===== src/rtl/pong_pkg.sv =====
// rtl/pong_pkg.sv - shared types for the paddle input path
//   state_t : digital FSM states (IDLE, ACCEL, CRUISE)
//   dir_t   : decoded joystick direction (DIR_NONE, DIR_UP, DIR_DOWN)
//   VPOS_W  : width of a paddle vertical position
//   decode_dir() : joystick pair to direction, both pressed = none
package pong_pkg;

  localparam int VPOS_W = 8;

  typedef enum logic [1:0] {
    IDLE   = 2'd0,
    ACCEL  = 2'd1,
    CRUISE = 2'd2
  } state_t;

  typedef enum logic [1:0] {
    DIR_NONE = 2'd0,
    DIR_UP   = 2'd1,
    DIR_DOWN = 2'd2
  } dir_t;

  function automatic dir_t decode_dir(input logic up, input logic down);
    if (up && !down) begin
      return DIR_UP;
    end else if (down && !up) begin
      return DIR_DOWN;
    end else begin
      return DIR_NONE;
    end
  endfunction

endpackage


===== src/rtl/frame_tick.sv =====
// rtl/frame_tick.sv - V256 synchroniser and falling-edge frame tick
//   clk    : system clock
//   _reset : asynchronous active-low reset
//   _v256  : raw active-low V256 (low = vblank region)
//   tick   : one-clk pulse, high 3 clk after the _v256 fall is sampled
module frame_tick (
  input  logic clk,
  input  logic _reset,
  input  logic _v256,
  output logic tick
);

  logic       sync1;
  logic       sync2;
  logic       sync3;
  logic [1:0] sampled;
  logic       armed;

  // The sync flops reset high, so a _v256 already low at reset release
  // would look like a fall. 'armed' is only set once a real sample of
  // _v256 has been seen high, so the first tick needs a rise then a fall.
  always_ff @(posedge clk or negedge _reset) begin
    if (!_reset) begin
      sync1   <= 1'b1;
      sync2   <= 1'b1;
      sync3   <= 1'b1;
      sampled <= 2'b00;
      armed   <= 1'b0;
      tick    <= 1'b0;
    end else begin
      sync1   <= _v256;
      sync2   <= sync1;
      sync3   <= sync2;
      sampled <= {sampled[0], 1'b1};
      armed   <= armed | (sampled[1] & sync2);
      tick    <= armed & sync3 & ~sync2;
    end
  end

endmodule


===== src/rtl/paddle_input.sv =====
// rtl/paddle_input.sv - per-player paddle position from digital or analog input
//   clk         : system clock
//   _reset      : asynchronous active-low reset
//   _v256       : active-low V256 (low = vblank region)
//   analog_en   : 1 = analog stick mode, 0 = digital up/down mode
//   joy_up      : digital up (decreases vpos)
//   joy_down    : digital down (increases vpos)
//   analog_y    : signed stick Y, -128 = top
//   paddle_vpos : registered position, updated once per frame
//   moving      : high while a digital direction is held
// Optional: PADDLE_SMOOTH_EN low-pass filters the analog target.
module paddle_input
  import pong_pkg::*;
#(
  parameter int               SPEED_MIN    = 1,
  parameter int               SPEED_MAX    = 4,
  parameter int               ACCEL_FRAMES = 2,
  parameter logic [VPOS_W-1:0] VPOS_MAX    = 8'd255,
  parameter logic [VPOS_W-1:0] VPOS_RESET  = 8'd128
) (
  input  logic              clk,
  input  logic              _reset,
  input  logic              _v256,
  input  logic              analog_en,
  input  logic              joy_up,
  input  logic              joy_down,
  input  logic [VPOS_W-1:0] analog_y,
  output logic [VPOS_W-1:0] paddle_vpos,
  output logic              moving
);

  localparam logic [VPOS_W-1:0] SPD_MIN = VPOS_W'(SPEED_MIN);
  localparam logic [VPOS_W-1:0] SPD_MAX = VPOS_W'(SPEED_MAX);
  localparam logic [7:0]        ACC_N   = 8'(ACCEL_FRAMES);

  logic              tick;
  dir_t              dir;
  dir_t              last_dir;
  state_t            state;
  state_t            nxt_state;
  logic [VPOS_W-1:0] speed;
  logic [VPOS_W-1:0] nxt_speed;
  logic [7:0]        cnt;
  logic [7:0]        nxt_cnt;
  logic [VPOS_W-1:0] nxt_vpos;
  logic [VPOS_W-1:0] raw_target;
  logic [VPOS_W-1:0] target;
  logic [VPOS_W-1:0] analog_next;

  frame_tick u_frame_tick (
    .clk    (clk),
    ._reset (_reset),
    ._v256  (_v256),
    .tick   (tick)
  );

  assign dir = decode_dir(joy_up, joy_down);

  // Saturating 9-bit step; never wraps past 0 or VPOS_MAX.
  function automatic logic [VPOS_W-1:0] move_vpos(
    input logic [VPOS_W-1:0] v,
    input dir_t              d,
    input logic [VPOS_W-1:0] spd
  );
    logic [VPOS_W:0] w;
    if (d == DIR_UP) begin
      if (spd > v) begin
        w = '0;
      end else begin
        w = {1'b0, v} - {1'b0, spd};
      end
    end else begin
      w = {1'b0, v} + {1'b0, spd};
      if (w > {1'b0, VPOS_MAX}) begin
        w = {1'b0, VPOS_MAX};
      end
    end
    return w[VPOS_W-1:0];
  endfunction

  // Offset binary: -128 maps to 0 (top), +127 maps to 255.
  always_comb begin
    raw_target = analog_y ^ 8'h80;
    target     = (raw_target > VPOS_MAX) ? VPOS_MAX : raw_target;
  end

`ifdef PADDLE_SMOOTH_EN
  logic [VPOS_W:0] smooth_sum;
  always_comb begin
    smooth_sum  = {1'b0, paddle_vpos} + {1'b0, target} + 9'd1;
    analog_next = smooth_sum[VPOS_W:1];
  end
`else
  assign analog_next = target;
`endif

  // State register
  always_ff @(posedge clk or negedge _reset) begin
    if (!_reset) begin
      state <= IDLE;
    end else if (tick) begin
      state <= nxt_state;
    end
  end

  // Next-state and next-datapath values, applied only on tick
  always_comb begin
    nxt_state = state;
    nxt_speed = speed;
    nxt_cnt   = cnt;
    nxt_vpos  = paddle_vpos;
    if (analog_en) begin
      nxt_state = IDLE;
      nxt_speed = SPD_MIN;
      nxt_cnt   = 8'd0;
      nxt_vpos  = analog_next;
    end else if (dir == DIR_NONE) begin
      nxt_state = IDLE;
      nxt_speed = SPD_MIN;
      nxt_cnt   = 8'd0;
    end else if (state == IDLE || dir != last_dir) begin
      // Fresh press, or a reversal restarting acceleration from scratch
      nxt_state = ACCEL;
      nxt_speed = SPD_MIN;
      nxt_cnt   = 8'd1;
      nxt_vpos  = move_vpos(paddle_vpos, dir, SPD_MIN);
    end else if (state == ACCEL) begin
      nxt_vpos = move_vpos(paddle_vpos, dir, speed);
      if (cnt + 8'd1 == ACC_N) begin
        nxt_cnt   = 8'd0;
        nxt_speed = speed + 8'd1;
        if (speed + 8'd1 >= SPD_MAX) begin
          nxt_state = CRUISE;
        end
      end else begin
        nxt_cnt = cnt + 8'd1;
      end
    end else begin
      nxt_vpos = move_vpos(paddle_vpos, dir, SPD_MAX);
    end
  end

  // Output decode from the registered state
  always_comb begin
    moving = (state != IDLE);
  end

  // Datapath registers
  always_ff @(posedge clk or negedge _reset) begin
    if (!_reset) begin
      paddle_vpos <= VPOS_RESET;
      speed       <= SPD_MIN;
      cnt         <= 8'd0;
      last_dir    <= DIR_NONE;
    end else if (tick) begin
      paddle_vpos <= nxt_vpos;
      speed       <= nxt_speed;
      cnt         <= nxt_cnt;
      last_dir    <= analog_en ? DIR_NONE : dir;
    end
  end

endmodule


===== config.mk =====
export PLATFORM = sky130hd
export DESIGN_NAME = paddle_input
export DESIGN_NICKNAME = d
export VERILOG_FILES = /design/src/rtl/pong_pkg.sv /design/src/rtl/frame_tick.sv /design/src/rtl/paddle_input.sv
export SDC_FILE = /design/constraint.sdc
export NUM_CORES = 1
export LEC_CHECK = 0
export BUFFER_PORTS_ARGS = -buffer_cell sky130_fd_sc_hd__buf_2
export CAP_MARGIN = 0
export CORE_ASPECT_RATIO = 1.2
export CORE_MARGIN = 1.5
export CORE_UTILIZATION = 56
export DETAILED_ROUTE_END_ITERATION = 10
export GPL_ROUTABILITY_DRIVEN = 0
export PLACE_DENSITY = 0.78
export SLEW_MARGIN = 30
export SYNTH_ARGS = -nofsm -noshare
export SYNTH_HDL_FRONTEND = slang
export SYNTH_SLANG_ARGS = --single-unit

===== constraint.sdc =====
create_clock -name clk -period 2.9 [get_ports clk]
set_input_delay 0.29 -clock clk [delete_from_list [all_inputs] [get_ports clk]]
set_output_delay 0.29 -clock clk [all_outputs]
set_load 0.01 [all_outputs]

==> metrics.sh, run 1 <==
NFILLCELLS=563
SYNTH.CELLS.MOST_FREQUENT='41 x sky130_fd_sc_hd__nand2_1, 39 x sky130_fd_sc_hd__o21ai_0, 30 x sky130_fd_sc_hd__dfrtp_1, 30 x sky130_fd_sc_hd__nor2_1'
SYN-MEAN-INSTANCE-AREA_SQ_UM=7.84
HOLD_WC_PATH_TYPE='input pin to async pin'
CP_MAX_FO=8
REG2REG_SETUP_SLACK_PS=150
TIMING.RR.END='paddle_vpos[0]'
VIA_COUNT_OF_THE_FIRST_GLOBAL_ROUTING_PASS=3710
SYNTH_LARGEST_AREA_CELL='sky130_fd_sc_hd__dfrtp_1'
FINAL_MIN_PERIOD_OVER_CLOCK_PERIOD=0.947
POSTSYNTHCELLCOUNT=473
CHIPWIDTH_UM=77.3
PIN_COUNT_OF_THE_BIGGEST_NET_ENTERING_GLOBAL_ROUTING=36
PEAKVDDDROP_mV=0.366
IO_PINS=23
FINALCOREUTILIZATION=0.626
NETLIST_TOP_CELLS_AREA='sky130_fd_sc_hd__dfrtp_1 20%, sky130_fd_sc_hd__ha_1 9.4%, sky130_fd_sc_hd__o21ai_0 5.3%, sky130_fd_sc_hd__nand2_1 4.1%, sky130_fd_sc_hd__xnor2_1 3.8%'
REPORT.FINAL.SLEW_VIOL_COUNT=0
POST-PLACE-WS_PS=194
CORE_AREA_SQ_UM=6410
STDCELL_AREA_SQ_UM=4010
INITIAL_CORE_UTIL=0.579
CRITICAL_PATH.TOP_DELAY_FAMILY='compound AO/OA/AOI/OAI gates'
FINAL_LAYOUT_SIZE_SUFFIX_GT1_FRAC=0.149
CRIT-REG2REG-LAUNCH='speed[0]'
CTS-BUFFERS-INSERTED=5
DPL.CELL_COUNT=568
CP_MAX_STAGE_CELL='sky130_fd_sc_hd__dfstp_2'
AREA_GROWTH_SYN_TO_LAYOUT_PCT=8.16
DRT-INITIAL-DRC-COUNT=343
CRITICAL_PATH_CELL_COUNT=11
SYNTH-EDFF-COUNT=0
CLK_LATENCY_PS=300
POWER.DENSITY_CELL_AREA_nW_PER_UM2=560
ROUTE.FINAL.WIRE_LENGTH_UM=10900
CRIT_PATH_END_KIND='flip-flop'
CTS.SINKS=35
POWER_AFTER_LAYOUT_mW=2.25
P_LEAK_nW=1.67
WORST_REL_SLEW_SLACK=0.455
YOSYSWARNINGCOUNT=0
ROOT_BUFFER='sky130_fd_sc_hd__clkbuf_8'
TRANSITION_TIME_OF_THE_TIGHTEST_SLEW_CHECK_PIN_PS=817
CLK_PIN_SLEW_WORST_PATHS_PS=80
SYNTH_TOP_AREA_FRAC=0.202
WORSTPATHCELLLIST='ha_1 -> inv_1 -> fa_1 -> a211o_1 -> o211ai_2 -> a21oi_1 -> o31ai_4 -> buf_4 -> o221ai_1 -> a22oi_1 -> mux2i_1'
STATUS='completed'
REMAINING_DRC_ERRORS=0
COMBINED_AREA_OF_ALL_SYNTHESIZED_CELLS_SQ_UM=3710
FIRST_PASS_ITERS=5
CRIT_PATH_START='speed[0]'
WL_PER_CELL_UM=18.9
FP.DIEAREA_SQ_UM=7120
GLOBAL_ROUTE.OVERFLOW_TOTAL=0
SETUP.WORST_PATH.CLASS='flip-flop to flip-flop'
WORST_HOLD_SLACK_PS=80.1
POST-ROUTE-WORST-SETUP-SLACK_PS=153
POST_DRT_VIA_CELL_RATIO=6.66
TRITONCTS_CLOCK_TREE='built'
POST_CTS_BUFFERS=0
NUMBER_OF_INSERTED_DIODES=0
GRT_ANTENNA_BEFORE_REPAIR=0
SYNTHARSTFLOPSHARE=1.00
SYNTHFLOPTYPE='sky130_fd_sc_hd__dfrtp_1'
ENDPOINT='paddle_vpos[0]'
ANT_NETS=0
VIA_COUNT=3835
RSZ0062_AT_GRT='no'
REPORT.FINAL.SETUP_VIOL=0
TIMING.CRITICAL_PATH.REQUIRED_PS=3070
DP.FINAL_HPWL_UM=7860
CP_DATA_ARRIVAL_TIME_PS=2920
NUMBER_OF_NETS_IN_THE_FINISHED_DESIGN=534
DIE-HEIGHT_UM=92.1
POST_SYNTH_NUM_CELL_TYPES=72
TIMING.FINAL.HOLD_VIOLATIONS=0
LEADING_CELL_TYPE_BY_NUMBER_OF_INSTANCES_AFTER_SYNTHESIS='sky130_fd_sc_hd__nand2_1'
CRIT_PATH_MAX_INCR_DELAY_PS=610
CRITICAL_PATH_STARTPOINT_CATEGORY='flip-flop'
PORT_BUFFERS=22
MAX-CAP-VIOLATIONS=0
FF2FF_PATH_DEPTH=11
CTS_HTREE_LEVELS=2
GLOBAL_ROUTE_WIRE_LENGTH_BEFORE_REPAIR_UM=18000
CLK_PATH_BUF_DEPTH=2
PLACEMENT_ROW_COUNT=32
CRITPATHBUFINV=2
TIMING.FINAL.CRIT_PERIOD_PS=2750
GRT_USE_TOTAL=0.318
SYNTH_FP_NETS=517
FMAX_MHz=364
TOTALNEGATIVESETUPSLACK_PS=0
YS_SEQ_ELEMENTS=35
AREA_OF_PLACED_INSTANCES_SQ_UM=3910
SKEW_PS=6.35
SEQ_AREA_FRAC_SYNTH=0.238
FINISH.CELL_COUNT_WITHOUT_FILLERS=576
-- worst min-delay path by stage --
stage	endpoint	from	cells past startpoint
after floorplan	cnt[0]	_reset	0
final	u_frame_tick.sampled[0]	_reset	1
after CTS	u_frame_tick.sync1	_v256	1
after global placement	u_frame_tick.sampled[1]	u_frame_tick.sampled[0]	0
after detailed placement	u_frame_tick.sync2	u_frame_tick.sync1	0
after global routing	u_frame_tick.sync1	_v256	1
-- placed cells by master (no fill, tap or decap), types with 7 or more instances in the layout --
cell / count
sky130_fd_sc_hd__nand2_1: 41
sky130_fd_sc_hd__o21ai_0: 38
sky130_fd_sc_hd__nor2_1: 30
sky130_fd_sc_hd__dfrtp_1: 30
sky130_fd_sc_hd__inv_1: 28
sky130_fd_sc_hd__ha_1: 28
sky130_fd_sc_hd__a21oi_1: 27
sky130_fd_sc_hd__buf_2: 22
sky130_fd_sc_hd__nand3_1: 21
sky130_fd_sc_hd__buf_4: 17
sky130_fd_sc_hd__xnor2_1: 16
sky130_fd_sc_hd__nor3_1: 16
sky130_fd_sc_hd__a31oi_1: 13
sky130_fd_sc_hd__nor2b_1: 10
sky130_fd_sc_hd__nand4_1: 8
sky130_fd_sc_hd__o31ai_1: 7
sky130_fd_sc_hd__xor2_1: 7
-- layout make-up --
cell class              instances  area [sq um]  area share
clock buffers                   5          68.8      0.0172
clock inverters                 3          23.8     0.00593
inverters                      28           105      0.0262
multi-input cells             381          2590       0.645
flip-flops and latches         35           882       0.220
well taps                      85           106      0.0265
repair buffers                 39           238      0.0593
-- layer usage --
layer / share of wire / global-route usage / vias up
met4: 0.057 / 0.170 / 0
met3: 0.066 / 0.0577 / 63
li1: - / - / 1774
met5: 0 / 0 / -
met1: 0.40 / 0.376 / 1806
met2: 0.48 / 0.541 / 192
-- registers in the layout, summed over array words and instances (netlist names), 2 cells and up --
signal                flops
cnt                       8
paddle_vpos               8
speed                     8
last_dir                  2
state                     2
u_frame_tick.sampled      2
-- timing repair --
item	CTS	global route
endpoints found under the setup margin	0	1
hold buffers	0	0
resized for setup	0	2
-- power by group --
part | switching (mW) | internal (mW) | total [mW]
Sequential | 0.0792 | 0.542 | 0.621
Clock | 0.208 | 0.172 | 0.380
Combinational | 0.758 | 0.486 | 1.24
Total | 1.05 | 1.20 | 2.25
-- logic make-up (layout without fill, tap and decap cells) --
| group | after synthesis | in the layout | synth area share |
|---|---|---|---|
| AND/OR/NAND/NOR | 168 | 168 | 0.238 |
| AO/OA/AOI/OAI | 152 | 152 | 0.277 |
| buffers and inverters | 57 | 75 | 0.0678 |
| flip-flops | 35 | 35 | 0.238 |
| adder cells (fa/ha/maj) | 30 | 30 | 0.105 |
| XOR/XNOR | 23 | 23 | 0.0543 |
| multiplexers | 7 | 7 | 0.0196 |
| other | 1 | 1 | 0.00101 |
Note: power is estimated with default switching activity, not from simulation.
==> inputs of run 2 (changes only) <==
- PLACE_DENSITY: 0.78 -> 0.88
==> metrics.sh, run 2 (synthesized netlist as in run 1, its figures left out) <==
TIMING.RR.END='paddle_vpos[7]'
PIN_COUNT_OF_THE_BIGGEST_NET_ENTERING_GLOBAL_ROUTING=36
RSZ0062_AT_GRT='no'
REPORT.FINAL.SETUP_VIOL=0
DP.FINAL_HPWL_UM=7840
PEAKVDDDROP_mV=0.463
SEQ_POWER_SHARE=0.264
IO_PINS=23
REMAINING_DRC_ERRORS=0
CLK_PIN_SLEW_WORST_PATHS_PS=90
LAYOUT_COMMON_CELLS='41 x sky130_fd_sc_hd__nand2_1, 38 x sky130_fd_sc_hd__o21ai_0, 30 x sky130_fd_sc_hd__nor2_1, 30 x sky130_fd_sc_hd__dfrtp_1'
GLOBAL_ROUTE_WIRE_LENGTH_BEFORE_REPAIR_UM=17100
POST-PLACE-WS_PS=238
TIMING.CRITICAL_PATH.REQUIRED_PS=3150
HOLD_WC_PATH_TYPE='input pin to async pin'
POST_DRT_VIA_CELL_RATIO=6.66
VIA_COUNT=3849
CTS-BUFFERS-INSERTED=5
NETSWITCHINGPOWER_mW=1.02
FINAL_MIN_PERIOD_OVER_CLOCK_PERIOD=0.933
GRT_ANTENNA_BEFORE_REPAIR=0
BIGGESTREGSBYFLOPS='cnt: 8 flops, paddle_vpos: 8 flops, speed: 8 flops'
WL_PER_CELL_UM=18.2
TRANSITION_TIME_OF_THE_TIGHTEST_SLEW_CHECK_PIN_PS=814
FINALCOREUTILIZATION=0.630
CRITICAL_PATH_STARTPOINT_CATEGORY='flip-flop'
P_COMB_FRAC=0.536
FP.DIEAREA_SQ_UM=7120
SETUP.WORST_PATH.CLASS='flip-flop to flip-flop'
TRITONCTS_CLOCK_TREE='built'
PLACEMENT_ROW_COUNT=32
CHIPWIDTH_UM=77.3
CP_DATA_ARRIVAL_TIME_PS=2950
GRT_USE_TOTAL=0.297
STATUS='completed'
P_LEAK_nW=1.69
TOTALNEGATIVESETUPSLACK_PS=0
MAX-CAP-VIOLATIONS=0
POST_CTS_BUFFERS=0
ANT_NETS=0
POSTCTSHOLDBUFS=0
CLK_LATENCY_PS=300
CTS_HTREE_LEVELS=2
SKEW_PS=18.6
DESIGN_INTERNAL_POWER_mW=1.29
REPORT.FINAL.SLEW_VIOL_COUNT=0
ROOT_BUFFER='sky130_fd_sc_hd__clkbuf_8'
FIRST_PASS_ITERS=6
NUMBER_OF_INSERTED_DIODES=0
CORE_AREA_SQ_UM=6410
NFILLCELLS=569
FMAX_MHz=369
CRIT_PATH_END_KIND='flip-flop'
CRIT_PATH_START='speed[0]'
NUMBER_OF_NETS_IN_THE_FINISHED_DESIGN=536
FF2FF_PATH_DEPTH=8
INITIAL_CORE_UTIL=0.579
ROUTE.FINAL.WIRE_LENGTH_UM=10500
TIMING.FINAL.CRIT_PERIOD_PS=2710
CTS.SINKS=35
SW_RATIO=0.441
CP_MAX_FO=8
DIE-HEIGHT_UM=92.1
POST-ROUTE-WORST-SETUP-SLACK_PS=194
CLK_PATH_BUF_DEPTH=2
ENDPOINT='paddle_vpos[7]'
DRT-INITIAL-DRC-COUNT=383
WORST_REL_SLEW_SLACK=0.452
TIMING.FINAL.HOLD_VIOLATIONS=0
POWER.DENSITY_CELL_AREA_nW_PER_UM2=573
POWER.SHARE.CLOCK=0.200
REG2REG_SETUP_SLACK_PS=190
CRIT-REG2REG-LAUNCH='speed[0]'
LAYOUT_COMMONEST_CELL='sky130_fd_sc_hd__nand2_1'
AREA_GROWTH_SYN_TO_LAYOUT_PCT=8.77
VIA_COUNT_OF_THE_FIRST_GLOBAL_ROUTING_PASS=3658
GLOBAL_ROUTE.OVERFLOW_TOTAL=0
PORT_BUFFERS=22
FINAL_LAYOUT_SIZE_SUFFIX_GT1_FRAC=0.152
run 2: power groups by stage:
stage	clock network [mW]	registers (mW)	logic, mW
2_1_floorplan	0	0.641	0.829
3_3_place_gp	0	0.611	1.15
3_5_place_dp	0	0.618	1.20
4_1_cts	0.458	0.609	1.21
5_1_grt	0.481	0.620	1.34
6_report	0.462	0.610	1.24
run 2: worst min path at each step:
stage / cells past startpoint / slack, ps / end
after floorplan: 0 / -6 / cnt[0]
after global placement: 0 / 330 / u_frame_tick.sampled[1]
after detailed placement: 0 / 330 / u_frame_tick.sampled[1]
after CTS: 1 / 90 / u_frame_tick.sync1
after global routing: 1 / 80 / u_frame_tick.sync1
final: 1 / 70 / cnt[0]
run 2: routing by layer:
metal | routed length (um) | share of wire | vias to the layer above | GRT usage
met5 | 0 | 0 | - | 0
li1 | - | - | 1769 | -
met4 | 509 | 0.049 | 0 | 0.139
met1 | 3940 | 0.38 | 1785 | 0.345
met3 | 798 | 0.076 | 57 | 0.0378
met2 | 5240 | 0.50 | 238 | 0.534
run 2: worst max-delay path: stages (launching register included):
cell	delay (ps)
sky130_fd_sc_hd__dfstp_2	610
sky130_fd_sc_hd__ha_1	210
sky130_fd_sc_hd__fa_1	200
sky130_fd_sc_hd__nor2b_1	210
sky130_fd_sc_hd__o21ai_1	130
sky130_fd_sc_hd__a2111oi_2	520
sky130_fd_sc_hd__nor2b_1	170
sky130_fd_sc_hd__a311oi_1	410
sky130_fd_sc_hd__o31a_1	200
run 2: timing repair:
item,4_1_cts,5_1_grt
endpoints found under the setup margin,0,3
resized for setup,0,1
hold endpoints to repair,0,0
run 2: metrics by stage:
| step | area (sq um) | hold WS (ps) | total power [mW] | instances |
|---|---|---|---|---|
| 2_1_floorplan | 3710 | -5.59 | 1.47 | 473 |
| 3_3_place_gp | 3920 | 332 | 1.76 | 570 |
| 3_5_place_dp | 3920 | 335 | 1.81 | 570 |
| 4_1_cts | 4030 | 88.5 | 2.27 | 578 |
| 5_1_grt | 4030 | 77.9 | 2.44 | 578 |
| 6_report | 4030 | 72.8 | 2.31 | 578 |
run 2: area by class of cell:
type,count,area [sq um],share of cell area
Clock inverter,3,43.8,0.0109
Timing Repair Buffer,41,253,0.0627
Tap cell,85,106,0.0264
Multi-Input combinational cell,381,2570,0.638
Sequential cell,35,882,0.219
Inverter,28,105,0.0261
Clock buffer,5,68.8,0.0171
